$ cat config.mk
export PLATFORM = sky130hd
export DESIGN_NAME = hilo_sched_flat
export DESIGN_NICKNAME = d
export VERILOG_FILES = /design/src/rtl/hilo_sched_if.sv /design/src/rtl/hilo_sched.sv /design/src/flat_wrapper.sv
export SDC_FILE = /design/constraint.sdc
export NUM_CORES = 1
export LEC_CHECK = 0
export CAP_MARGIN = 5
export CORE_AREA = 2 2 179 181
export DETAILED_ROUTE_END_ITERATION = 16
export DIE_AREA = 0 0 181 183
export DONT_BUFFER_PORTS = 1
export SLEW_MARGIN = 20
export SYNTH_ARGS = -nofsm -noshare
export SYNTH_HDL_FRONTEND = slang
export SYNTH_SLANG_ARGS = --single-unit
export TNS_END_PERCENT = 30
$ cat constraint.sdc
create_clock -name Clk -period 4.1 [get_ports Clk]
set_input_delay 0.82 -clock Clk [delete_from_list [all_inputs] [get_ports Clk]]
set_output_delay 0.82 -clock Clk [all_outputs]
set_load 0.01 [all_outputs]
$ cat src/rtl/hilo_sched_if.sv
// Signal bundle between the E-stage HI/LO controller and its neighbours
// (E-stage issue/read side, external pipelined multiplier, iterative divider).
interface hilo_sched_if;
  logic        flush;
  logic        op_valid;
  logic [2:0]  op_type;
  logic [31:0] op_a;
  logic [31:0] op_b;
  logic        op_ready;
  logic        busy;
  logic        rd_req;
  logic        rd_sel;
  logic [31:0] rd_data;
  logic        rd_stall;
  logic        res_valid;
  logic [31:0] res_data;
  logic [31:0] hi;
  logic [31:0] lo;
  logic        mul_start;
  logic        mul_signed;
  logic [31:0] mul_a;
  logic [31:0] mul_b;
  logic [63:0] mul_result;
  logic        div_start;
  logic        div_signed;
  logic [31:0] div_a;
  logic [31:0] div_b;
  logic        div_done;
  logic [31:0] div_quot;
  logic [31:0] div_rem;
  logic        div_abort;

  modport slave (
    input  flush, op_valid, op_type, op_a, op_b, rd_req, rd_sel,
           mul_result, div_done, div_quot, div_rem,
    output op_ready, busy, rd_data, rd_stall, res_valid, res_data, hi, lo,
           mul_start, mul_signed, mul_a, mul_b,
           div_start, div_signed, div_a, div_b, div_abort
  );

  modport master (
    output flush, op_valid, op_type, op_a, op_b, rd_req, rd_sel,
           mul_result, div_done, div_quot, div_rem,
    input  op_ready, busy, rd_data, rd_stall, res_valid, res_data, hi, lo,
           mul_start, mul_signed, mul_a, mul_b,
           div_start, div_signed, div_a, div_b, div_abort
  );
endinterface

$ cat src/rtl/hilo_sched.sv
// HI/LO register owner and multiply/divide sequencer for the execute stage.
// One op in flight at a time; flush cancels it, readers stall while busy.
module hilo_sched #(
  parameter int MUL_LAT = 3
) (
  input  logic        Clk,
  input  logic        Clr,
  hilo_sched_if.slave bus
);

  localparam logic [2:0] OP_MULT  = 3'd0;
  localparam logic [2:0] OP_MULTU = 3'd1;
  localparam logic [2:0] OP_DIV   = 3'd2;
  localparam logic [2:0] OP_DIVU  = 3'd3;
  localparam logic [2:0] OP_MTHI  = 3'd4;
  localparam logic [2:0] OP_MTLO  = 3'd5;
  localparam logic [2:0] OP_MUL   = 3'd6;
  localparam logic [3:0] LAT      = 4'(MUL_LAT);

  typedef enum logic [1:0] {IDLE, MUL_WAIT, DIV_WAIT} state_t;

  state_t      state_reg, state_next;
  logic [3:0]  cnt_reg, cnt_next;
  logic [2:0]  op_reg, op_next;
  logic [31:0] hi_reg, hi_next;
  logic [31:0] lo_reg, lo_next;
  logic        res_valid_reg, res_valid_next;
  logic [31:0] res_data_reg, res_data_next;
  logic        acc;
  logic        mul_go, mul_sgn, div_go, div_sgn, abort;

  assign acc = bus.op_valid && (state_reg == IDLE) && !bus.flush;

  always_comb begin
    state_next     = state_reg;
    cnt_next       = cnt_reg;
    op_next        = op_reg;
    hi_next        = hi_reg;
    lo_next        = lo_reg;
    res_valid_next = 1'b0;
    res_data_next  = res_data_reg;
    mul_go         = 1'b0;
    mul_sgn        = 1'b0;
    div_go         = 1'b0;
    div_sgn        = 1'b0;
    abort          = 1'b0;
    case (state_reg)
      IDLE: begin
        if (acc) begin
          case (bus.op_type)
            OP_MULT, OP_MULTU, OP_MUL: begin
              mul_go     = 1'b1;
              mul_sgn    = (bus.op_type != OP_MULTU);
              cnt_next   = 4'd1;
              op_next    = bus.op_type;
              state_next = MUL_WAIT;
            end
            OP_DIV, OP_DIVU: begin
              // Divide by zero completes immediately with HI/LO untouched.
              if (bus.op_b != 32'd0) begin
                div_go     = 1'b1;
                div_sgn    = (bus.op_type == OP_DIV);
                state_next = DIV_WAIT;
              end
            end
            OP_MTHI: hi_next = bus.op_a;
            OP_MTLO: lo_next = bus.op_a;
            default: ;
          endcase
        end
      end
      MUL_WAIT: begin
        if (bus.flush) begin
          state_next = IDLE;
          cnt_next   = 4'd0;
        end else if (cnt_reg == LAT) begin
          state_next = IDLE;
          cnt_next   = 4'd0;
          if (op_reg == OP_MUL) begin
            res_data_next  = bus.mul_result[31:0];
            res_valid_next = 1'b1;
          end else begin
            {hi_next, lo_next} = bus.mul_result;
          end
        end else begin
          cnt_next = cnt_reg + 4'd1;
        end
      end
      DIV_WAIT: begin
        // Flush beats a coincident div_done; the result is dropped.
        if (bus.flush) begin
          abort      = 1'b1;
          state_next = IDLE;
        end else if (bus.div_done) begin
          lo_next    = bus.div_quot;
          hi_next    = bus.div_rem;
          state_next = IDLE;
        end
      end
      default: state_next = IDLE;
    endcase
  end

  always_ff @(posedge Clk or posedge Clr) begin
    if (Clr) begin
      state_reg     <= IDLE;
      cnt_reg       <= 4'd0;
      op_reg        <= 3'd0;
      hi_reg        <= 32'd0;
      lo_reg        <= 32'd0;
      res_valid_reg <= 1'b0;
      res_data_reg  <= 32'd0;
    end else begin
      state_reg     <= state_next;
      cnt_reg       <= cnt_next;
      op_reg        <= op_next;
      hi_reg        <= hi_next;
      lo_reg        <= lo_next;
      res_valid_reg <= res_valid_next;
      res_data_reg  <= res_data_next;
    end
  end

  assign bus.op_ready   = (state_reg == IDLE);
  assign bus.busy       = (state_reg != IDLE);
  assign bus.rd_data    = bus.rd_sel ? hi_reg : lo_reg;
  assign bus.rd_stall   = bus.rd_req && (state_reg != IDLE);
  assign bus.res_valid  = res_valid_reg;
  assign bus.res_data   = res_data_reg;
  assign bus.hi         = hi_reg;
  assign bus.lo         = lo_reg;
  assign bus.mul_start  = mul_go;
  assign bus.mul_signed = mul_sgn;
  assign bus.mul_a      = bus.op_a;
  assign bus.mul_b      = bus.op_b;
  assign bus.div_start  = div_go;
  assign bus.div_signed = div_sgn;
  assign bus.div_a      = bus.op_a;
  assign bus.div_b      = bus.op_b;
  assign bus.div_abort  = abort;

endmodule

$ cat src/flat_wrapper.sv
// flat-port wrapper written by rule: the top's interface ports become plain ports
module hilo_sched_flat 
#(
  parameter int MUL_LAT = 3
)
  (Clk, Clr, bus_flush, bus_op_valid, bus_op_type, bus_op_a, bus_op_b, bus_rd_req, bus_rd_sel, bus_mul_result, bus_div_done, bus_div_quot, bus_div_rem, bus_op_ready, bus_busy, bus_rd_data, bus_rd_stall, bus_res_valid, bus_res_data, bus_hi, bus_lo, bus_mul_start, bus_mul_signed, bus_mul_a, bus_mul_b, bus_div_start, bus_div_signed, bus_div_a, bus_div_b, bus_div_abort);
  hilo_sched_if bus_i ();
  input  logic Clk;
  input  logic Clr;
  input wire logic [$bits(bus_i.flush)-1:0] bus_flush;
  input wire logic [$bits(bus_i.op_valid)-1:0] bus_op_valid;
  input wire logic [$bits(bus_i.op_type)-1:0] bus_op_type;
  input wire logic [$bits(bus_i.op_a)-1:0] bus_op_a;
  input wire logic [$bits(bus_i.op_b)-1:0] bus_op_b;
  input wire logic [$bits(bus_i.rd_req)-1:0] bus_rd_req;
  input wire logic [$bits(bus_i.rd_sel)-1:0] bus_rd_sel;
  input wire logic [$bits(bus_i.mul_result)-1:0] bus_mul_result;
  input wire logic [$bits(bus_i.div_done)-1:0] bus_div_done;
  input wire logic [$bits(bus_i.div_quot)-1:0] bus_div_quot;
  input wire logic [$bits(bus_i.div_rem)-1:0] bus_div_rem;
  output wire logic [$bits(bus_i.op_ready)-1:0] bus_op_ready;
  output wire logic [$bits(bus_i.busy)-1:0] bus_busy;
  output wire logic [$bits(bus_i.rd_data)-1:0] bus_rd_data;
  output wire logic [$bits(bus_i.rd_stall)-1:0] bus_rd_stall;
  output wire logic [$bits(bus_i.res_valid)-1:0] bus_res_valid;
  output wire logic [$bits(bus_i.res_data)-1:0] bus_res_data;
  output wire logic [$bits(bus_i.hi)-1:0] bus_hi;
  output wire logic [$bits(bus_i.lo)-1:0] bus_lo;
  output wire logic [$bits(bus_i.mul_start)-1:0] bus_mul_start;
  output wire logic [$bits(bus_i.mul_signed)-1:0] bus_mul_signed;
  output wire logic [$bits(bus_i.mul_a)-1:0] bus_mul_a;
  output wire logic [$bits(bus_i.mul_b)-1:0] bus_mul_b;
  output wire logic [$bits(bus_i.div_start)-1:0] bus_div_start;
  output wire logic [$bits(bus_i.div_signed)-1:0] bus_div_signed;
  output wire logic [$bits(bus_i.div_a)-1:0] bus_div_a;
  output wire logic [$bits(bus_i.div_b)-1:0] bus_div_b;
  output wire logic [$bits(bus_i.div_abort)-1:0] bus_div_abort;
  assign bus_i.flush = bus_flush;
  assign bus_i.op_valid = bus_op_valid;
  assign bus_i.op_type = bus_op_type;
  assign bus_i.op_a = bus_op_a;
  assign bus_i.op_b = bus_op_b;
  assign bus_i.rd_req = bus_rd_req;
  assign bus_i.rd_sel = bus_rd_sel;
  assign bus_i.mul_result = bus_mul_result;
  assign bus_i.div_done = bus_div_done;
  assign bus_i.div_quot = bus_div_quot;
  assign bus_i.div_rem = bus_div_rem;
  assign bus_op_ready = bus_i.op_ready;
  assign bus_busy = bus_i.busy;
  assign bus_rd_data = bus_i.rd_data;
  assign bus_rd_stall = bus_i.rd_stall;
  assign bus_res_valid = bus_i.res_valid;
  assign bus_res_data = bus_i.res_data;
  assign bus_hi = bus_i.hi;
  assign bus_lo = bus_i.lo;
  assign bus_mul_start = bus_i.mul_start;
  assign bus_mul_signed = bus_i.mul_signed;
  assign bus_mul_a = bus_i.mul_a;
  assign bus_mul_b = bus_i.mul_b;
  assign bus_div_start = bus_i.div_start;
  assign bus_div_signed = bus_i.div_signed;
  assign bus_div_a = bus_i.div_a;
  assign bus_div_b = bus_i.div_b;
  assign bus_div_abort = bus_i.div_abort;
  hilo_sched #(.MUL_LAT(MUL_LAT)) u_core (.Clk(Clk), .Clr(Clr), .bus(bus_i));
endmodule
**Word-level counts from Yosys, hierarchy flattened**

Cells that the tools add are included.

- Flip-flop bits (word level): 106
- Input bits: 202
- Output and inout port bits: 265
- Word-level logic and storage cells: 101

- $add $sub $neg: 1
- Equal/unequal tests: 24
- Muxes and demuxes: 50
- Bitwise gates (word level): 1
- Reductions and logical operators: 18

Operators with widths:

| kind | number |
|---|---|
| 32-bit two-way mux | 15 |
| 32-bit case mux with 3 select lines | 2 |
| 32-bit nonzero test | 1 |
| 1-bit two-way mux | 20 |
| 4-bit two-way mux | 4 |
| 8-bit AND reduction | 2 |
| 3-bit == test (second input constant) | 4 |
| 2-bit two-way mux | 6 |
| 2-bit by 1-bit inequality test with 1-bit output (second input constant) | 5 |
| 2-bit inequality test (second input constant) | 4 |
| 4-bit case mux with 2 select lines | 1 |
| 3-bit by 2-bit == test with 1-bit output (second input constant) | 2 |
| 3-bit by 1-bit inequality test with 1-bit output (second input constant) | 2 |
| 3-bit by 2-bit inequality test with 1-bit output (second input constant) | 2 |
| 2-bit case mux with 3 select lines | 1 |
| 3-bit AND reduction | 2 |
| 5-bit AND reduction | 1 |
| 4-bit by 1-bit adder with 4-bit output (second input constant) | 1 |
| 4-bit by 2-bit == test with 1-bit output (second input constant) | 1 |
| 2-bit case mux with 2 select lines | 1 |
| 4-bit AND reduction | 1 |
| 2-bit nonzero test | 2 |
| 3-bit by 1-bit == test with 1-bit output (second input constant) | 1 |
| 1-bit logical AND | 3 |
| other kinds (10) | 10 |

**Longest topological paths before layout**

Gate-level depths: netlist of the first run.

- Depth after elaboration: 5
- Depth in mapped cells: 8
- Depth with buffers taken out: 6

**Worst setup path after synthesis of the first run**

No wires, ideal clock.

- Path type: input to output
- Start: input port bus_rd_sel
- End: output port bus_rd_data[10]
- Data arrival time: 1.734 ns
- Required time: 3.280 ns
- Path slack: 1.546 ns
- Stages on the path: 3
- Path buffers: 2
- Path through: clkbuf_1 -> buf_1 -> mux2_2

- Cells in the longest elaborated chain, start to end: 1

RTL lines:

| element | line | RTL |
|---|---|---|
| start: declaration | flat_wrapper.sv:16 | `input wire logic [$bits(bus_i.rd_sel)-1:0] bus_rd_sel;` |
| 32-bit two-way mux | hilo_sched.sv:126 | `assign bus.rd_data = bus.rd_sel ? hi_reg : lo_reg;` |
| end: declaration | flat_wrapper.sv:23 | `output wire logic [$bits(bus_i.rd_data)-1:0] bus_rd_data;` |

Every way passes these cells.

**Worst setup path in the final report of the first run**

- Start: register u_core.state_reg[0]
- End: output port bus_mul_signed

- Cells in the longest elaborated chain, start to end: 5

RTL lines:

| element | line | RTL |
|---|---|---|
| start: declaration | hilo_sched.sv:22 | `state_t state_reg, state_next;` |
| start signal: assignment | hilo_sched.sv:114 | `state_reg <= state_next;` |
| 2-bit zero test (*) | -- |  |
| net bus_op_ready | flat_wrapper.sv:21 | `output wire logic [$bits(bus_i.op_ready)-1:0] bus_op_ready;` |
| 1-bit logical AND (2 in a row) | hilo_sched.sv:32 | `assign acc = bus.op_valid && (state_reg == IDLE) && !bus.flush;` |
| 1-bit two-way mux | hilo_sched.sv:49 | `if (acc) begin` |
| 1-bit two-way mux (*) | hilo_sched.sv:47 | `case (state_reg)` |
| end: declaration | flat_wrapper.sv:30 | `output wire logic [$bits(bus_i.mul_signed)-1:0] bus_mul_signed;` |

The timed path passes the listed nets; every way through them passes the cells marked *.

==> results of run 1 <==
where the power goes:
group,switching (mW),internal (mW)
combinational,1.62,1.63
clock,0.445,0.438
sequential,0.623,1.48
cell families after synthesis:
kind of cell / share of synthesized area [%]
flip-flops: 37.6
AO/OA/AOI/OAI: 13.9
multiplexers: 24.0
AND/OR/NAND/NOR: 5.77
adder cells (fa/ha/maj): 0.887
buffers and inverters: 17.9
cells in the final DEF, fill, tap and decap left out, drive strengths merged, types with 2 or more instances in the layout:
master   instances
mux2           130
dfrtp          106
a21oi           66
a22oi           65
nor2            41
nor4            11
clkbuf          10
o21ai            9
inv              9
buf              8
nand2            6
ha               5
nor2b            4
nand2b           3
o22ai            3
clkinv           3
diode            2
and4             2
nand3b           2
nand4            2
o211ai           2
o2bb2ai          2
a211oi           2
cells in the mapped netlist, types with 2 or more instances:
library cell	n
nand3b_1	2
nor2_1	41
a22oi_1	65
mux2_2	68
ha_1	5
dfrtp_1	106
nand2b_1	3
nand4_1	2
nor4_1	10
buf_12	6
buf_6	2
nand2_1	6
o2bb2ai_1	2
buf_2	4
and4_1	2
nor2b_1	4
buf_1	6
clkbuf_1	24
o22ai_1	3
o211ai_1	2
inv_1	7
a21oi_1	65
o21ai_0	9
mux2_1	2
buf_4	128
mux2_4	60
final cells by class:
cell class | instances | area share, %
diodes | 2 | 0.0744
clock buffers | 10 | 3.55
clock inverters | 6 | 0.744
inverters | 7 | 0.428
multi-input cells | 367 | 47.0
flip-flops and latches | 106 | 39.4
well taps | 402 | 7.47
repair buffers | 8 | 1.26
stage by stage:
step	std cells	hold slack [ns]	total power, mW	setup slack (ns)	utilization (%)
2_1_floorplan	650	0.484	4.90	0.491	-
3_3_place_gp	890	0.515	5.35	1.16	20.6
3_5_place_dp	890	0.527	5.41	1.13	20.6
4_1_cts	906	0.433	6.33	1.16	21.5
5_1_grt	908	0.459	6.66	1.04	21.5
6_report	908	0.415	6.23	1.21	21.5
path summary, 6_finish.rpt:
check / from / to / slack, ns / cells past startpoint
max in group asynchronous: Clr / u_core.bus.lo[13] / 2.89 / 2
max reg2reg: u_core.state_reg[0] / u_core.bus.lo[22] / 1.26 / 7
min: Clr / u_core.bus.hi[28] / 0.41 / 1
max: u_core.state_reg[0] / bus_mul_signed / 1.21 / 4
min reg2reg: u_core.cnt_reg[2] / u_core.cnt_reg[2] / 0.53 / 1
min in group Clk: u_core.cnt_reg[2] / u_core.cnt_reg[2] / 0.53 / 1
worst max-delay path: cells and delay by family (launching register included):
kind / cells / cell delay (ns)
fa+ha+maj: 1 / 0.22
simple gates: 2 / 0.94
buf+inv: 1 / 0.14
flops: 1 / 0.42
metal layers:
| metal | up-vias | GRT usage (%) | wire length (microns) |
|---|---|---|---|
| met4 | 0 | 5.72 | 778 |
| met3 | 49 | 3.47 | 1760 |
| met2 | 347 | 24.2 | 11900 |
| li1 | 1901 | - | - |
| met1 | 2239 | 14.7 | 8730 |
| met5 | - | 0 | 0 |
==> results by group, run 1 <==
Timing
  – Worst Skew: 0.0178 ns
  – Max-slew headroom at the worst pin: 31.4%
  – Max Clk Rate: ~350 MHz
  – Slew Viols, Final: 0
  – Final min period: 2.89 ns
  – RSZ-0062 raised after global routing: false
  – Setup violations, final: 0
  – Final Hold Viols: 0
  – Final worst-path cycle share: roughly 71%
  – Slew of the pin with the lowest slew margin: 1.03 ns
  – Setup_tns: 0 ns

Yosys
  – Number of flops mapped to enable cells by yosys: 0
  – Synthesized flop and latch total: 106
  – Net count after synthesis: roughly 860
  – Top cell type's share of synthesized area: a little under two fifths
  – Syn Inst Count: 650
  – Yosys top cell by area: dfrtp_1
  – Register area share after synthesis: roughly 38%
  – Yosys warns: 0
  – Ys async rst share: 100%
  – Top FF cell, synth: dfrtp_1
  – Avg Cell Area, Syn: 10.8 sq um
  – Synth cell types: 42
  – Mapped cell area: 7050 sq um
  – Top cells by area, synth: dfrtp_1 38%, buf_4 14%, mux2_4 13%, mux2_2 11%, a22oi_1 6.9%

Cells and area
  – Fin area: 6730 sq um
  – Area Growth Syn to Fin: -4.58%
  – FF/Latch Area: 2650 sq um
  – Nets: 706
  – Share of cells above drive strength 1: 32.3%
  – Layout fillers: between 3k and 4k
  – Area occupied by multi-input gates: 3170 sq um

CTS
  – Number of CTS-inserted buffers: 9
  – Clock Tree Root: clkbuf_16
  – CTS H-tree lvls: 3
  – Postcts setup bufs: 0
  – Longest Clk Path Bufs: 2
  – CTS clock-pin slew for the worst setup and hold paths: 0.09 ns
  – Hold_buf cts: 0
  – Worst-skew pair later-pin latency: 0.36 ns
  – CTS tree: done
  – CTS resizes: 0
  – Clk sinks: 106

Job
  – Max-cap check violation count: 0

Drt
  – Total Wirelength: 23,200 microns
  – Vias: approximately 4.5k
  – DRC errors left: 0
  – Antenna Violating Nets Remaining: 0
  – Avg Vias per Cell: 5.00
  – TritonRoute pass-1 iters: 6
  – Routed wire per std cell: roughly 26 microns
  – Iteration-0 DRC Markers: 277

Place
  – DP Wirelength: 17,800 microns
  – Placer congestion estimate: 0.729
  – Port bufs: 0
  – Dpl cell area: 6430 sq um

Floorplan
  – Die height: 183 microns
  – # IOs: 467
  – Initial Util: between 20 and 25%
  – Row count: 65
  – Full die area: 33,100 sq um
  – CORE AREA: about 31,000 sq um
  – Die X: 181 microns

Worst setup path
  – Path type of the worst setup path: flip-flop to output pin
  – Max Fanout on Critical Path: 7
  – Critical-path cell list: inv_1, ha_4, nand3b_1, nor4_1
  – Worst Path Arrival: between 2 and 2.5 ns
  – Worst setup EP type: output pin
  – Worst Path Required: about 3.3 ns
  – Critical Path Max Stage Delay: roughly 0.71 ns
  – Crit-path slowest cell: nor4_1
  – CP startpoint kind: flip-flop

Power and ir drop
  – LEAKAGE: 2.70 nW
  – PD cells: 926 nW/um^2
  – Max VDD drop: 0.604 mV

GRT
  – First-pass GRT wire length: 32,300 microns
  – GRT Residual Overflow: 0
  – Vias in the first global route: 4,750
  – GRT Total Usage: between 10% and 20%
  – Largest net degree at the start of global routing: 97
  – Initial antenna violation count: 4

Status
  – Status: finished clean

Worst hold path
  – Worst Hold Class: primary input to async pin
Power figures use the tool's default switching activity.
==> run 2: changes to the inputs <==
==> constraint.sdc (replaced) <==
create_clock -name Clk -period 2.8 [get_ports Clk]
set_input_delay 0.56 -clock Clk [delete_from_list [all_inputs] [get_ports Clk]]
set_output_delay 0.56 -clock Clk [all_outputs]
set_load 0.01 [all_outputs]
==> results by group, run 2 (same netlist as run 1, synthesis figures left out) <==
Status
  – Status: finished clean

CTS
  – CTS clock-pin slew for the worst setup and hold paths: 0.08 ns (about the same)
  – CTS resizes: 0 (unchanged)
  – CTS H-tree lvls: 3 (unchanged)
  – Postcts setup bufs: 0 (unchanged)
  – CTS tree: done
  – Hold_buf cts: 0 (unchanged)
  – Longest Clk Path Bufs: 2 (unchanged)
  – Number of CTS-inserted buffers: 9 (unchanged)
  – Clock Tree Root: clkbuf_16
  – Worst-skew pair later-pin latency: 0.36 ns (about the same)
  – Clk sinks: 106 (unchanged)

Floorplan
  – # IOs: 467 (unchanged)
  – Die height: 183 microns (unchanged)
  – Row count: 65 (unchanged)
  – CORE AREA: 31,200 sq um (unchanged)
  – Full die area: 33,100 sq um (unchanged)
  – Initial Util: 22.6% (unchanged)
  – Die X: 181 microns (unchanged)

Place
  – DP Wirelength: 17,600 microns (-1.0%)
  – Port bufs: 0 (unchanged)
  – Placer congestion estimate: 0.719 (-1.4%)
  – Dpl ws: 0.401 ns (-0.724 ns)

Job
  – Max-cap check violation count: 0 (unchanged)

Worst setup path
  – RR Endpoint: u_core.bus.res_data[21]
  – Path type of the worst setup path: flip-flop to output pin
  – Worst Path Arrival: 2.04 ns (-0.03 ns)
  – Worst Path Required: 2.24 ns (-1.04 ns)
  – Worst reg2reg startpoint: u_core.state_reg[1]
  – Flop-to-flop setup slack: 0.41 ns (-0.85 ns)
  – Worst setup EP type: output pin
  – CP startpoint kind: flip-flop
  – Max Fanout on Critical Path: 7 (unchanged)
  – R2R depth: 6 (-1)

Worst hold path
  – Worst Hold Class: primary input to async pin

GRT
  – GRT Total Usage: 12.7% (-0.67 points)
  – First-pass GRT wire length: 30,900 microns (-4.1%)
  – Initial antenna violation count: 2 (-2)
  – GRT Residual Overflow: 0 (unchanged)
  – Vias in the first global route: 4,683 (-1.4%)
  – Largest net degree at the start of global routing: 76 (-22%)

Cells and area
  – Area Growth Syn to Fin: -2.08%
  – FF/Latch Area: 2650 sq um (unchanged)
  – Layout fillers: 3,348 (+0.69%)
  – Nets: 717 (+1.6%)
  – Area occupied by multi-input gates: 3170 sq um (unchanged)
  – Most common cell after layout, fill and taps aside: dfrtp_1
  – Share of cells above drive strength 1: 33.5% (+1.1 points)
  – Most frequent cells in the layout: 106 x dfrtp_1, 68 x mux2_2, 65 x a22oi_1, 65 x a21oi_1, 60 x mux2_4

Timing
  – Final worst setup slack: 0.198 ns (-1.01 ns)
  – Setup violations, final: 0 (unchanged)
  – Worst Skew: 0.0134 ns (-0.00446 ns)
  – Slew Viols, Final: 0 (unchanged)
  – Max Clk Rate: about 380 MHz
  – RSZ-0062 raised after global routing: false
  – Final worst-path cycle share: 92.9%
  – Final min period: 2.60 ns
  – Final Hold Viols: 0 (unchanged)
  – Slew of the pin with the lowest slew margin: 0.481 ns (-0.549 ns)
  – Max-slew headroom at the worst pin: 68.0% (+37 points)
  – Setup_tns: 0 ns (unchanged)

Drt
  – Total Wirelength: 22,100 microns (-4.9%)
  – Vias: 4,582 (+1.0%)
  – DRC errors left: 0 (unchanged)
  – TritonRoute pass-1 iters: 4 (-2)
  – Antenna Violating Nets Remaining: 0 (unchanged)
  – Iteration-0 DRC Markers: 228 (-18%)
  – Routed wire per std cell: 24.1 microns (-5.9%)
  – Avg Vias per Cell: 4.99 (about the same)

Power and ir drop
  – PD cells: 1370 nW/um^2 (+48%)
  – Max VDD drop: 0.436 mV (-28%)
  – LEAKAGE: 2.79 nW (+3.3%)
[run 2: worst max-delay path: stages, from the launching register on]
cell and delay [ns]:
dfrtp_1 0.43, inv_1 0.14, ha_4 0.21, nand3b_1 0.24, nor2_1 0.23, o211ai_1 0.17
nor2_1 0.27
[run 2: how the worst max path moves through the flow]
| stage | startpoint | endpoint | slack, ns | cells past startpoint |
|---|---|---|---|---|
| after detailed placement | u_core.state_reg[1] | u_core.bus.res_data[21] | 0.40 | 6 |
| after global placement | u_core.state_reg[1] | u_core.bus.res_data[17] | 0.43 | 6 |
| after global routing | u_core.state_reg[0] | bus_div_signed | 0.03 | 6 |
| after floorplan | bus_op_type[1] | u_core.bus.hi[0] | 0.72 | 6 |
| after CTS | u_core.state_reg[0] | bus_div_signed | 0.16 | 6 |
| final | u_core.state_reg[0] | bus_div_signed | 0.20 | 6 |
[run 2: per-layer routing]
| metal | global-route usage (%) | wire length [microns] | up-vias |
|---|---|---|---|
| met5 | 0 | 0 | - |
| met4 | 5.07 | 612 | 0 |
| met3 | 3.44 | 2020 | 41 |
| met2 | 23.2 | 11400 | 341 |
| met1 | 13.9 | 8070 | 2274 |
| li1 | - | - | 1926 |
[run 2: cell type report]
type	count	share of cell area (%)
clock buffers	10	3.32
clock inverters	5	1.85
diodes	2	0.0725
repair buffers	19	2.79
inverters	7	0.435
flip-flops and latches	106	38.4
well taps	402	7.28
multi-input cells	367	45.8
[run 2: power by group]
group | internal (mW) | total, mW | switching, mW
clock | 0.961 | 1.55 | 0.588
sequential | 2.17 | 3.06 | 0.891
combinational | 2.50 | 4.88 | 2.38
total | 5.63 | 9.48 | 3.85
[run 2: per-stage QoR]
stage	cell area, sq um	hold WS, ns	cells	total power, mW	utilization, %
global placement	6540	0.516	901	7.90	21.0
CTS	6900	0.165	916	9.60	22.1
detailed placement	6540	0.530	901	7.99	21.0
global route	6900	0.163	916	10.1	22.1
floorplan	7060	0.484	650	7.18	-
finish	6910	0.148	918	9.48	22.1
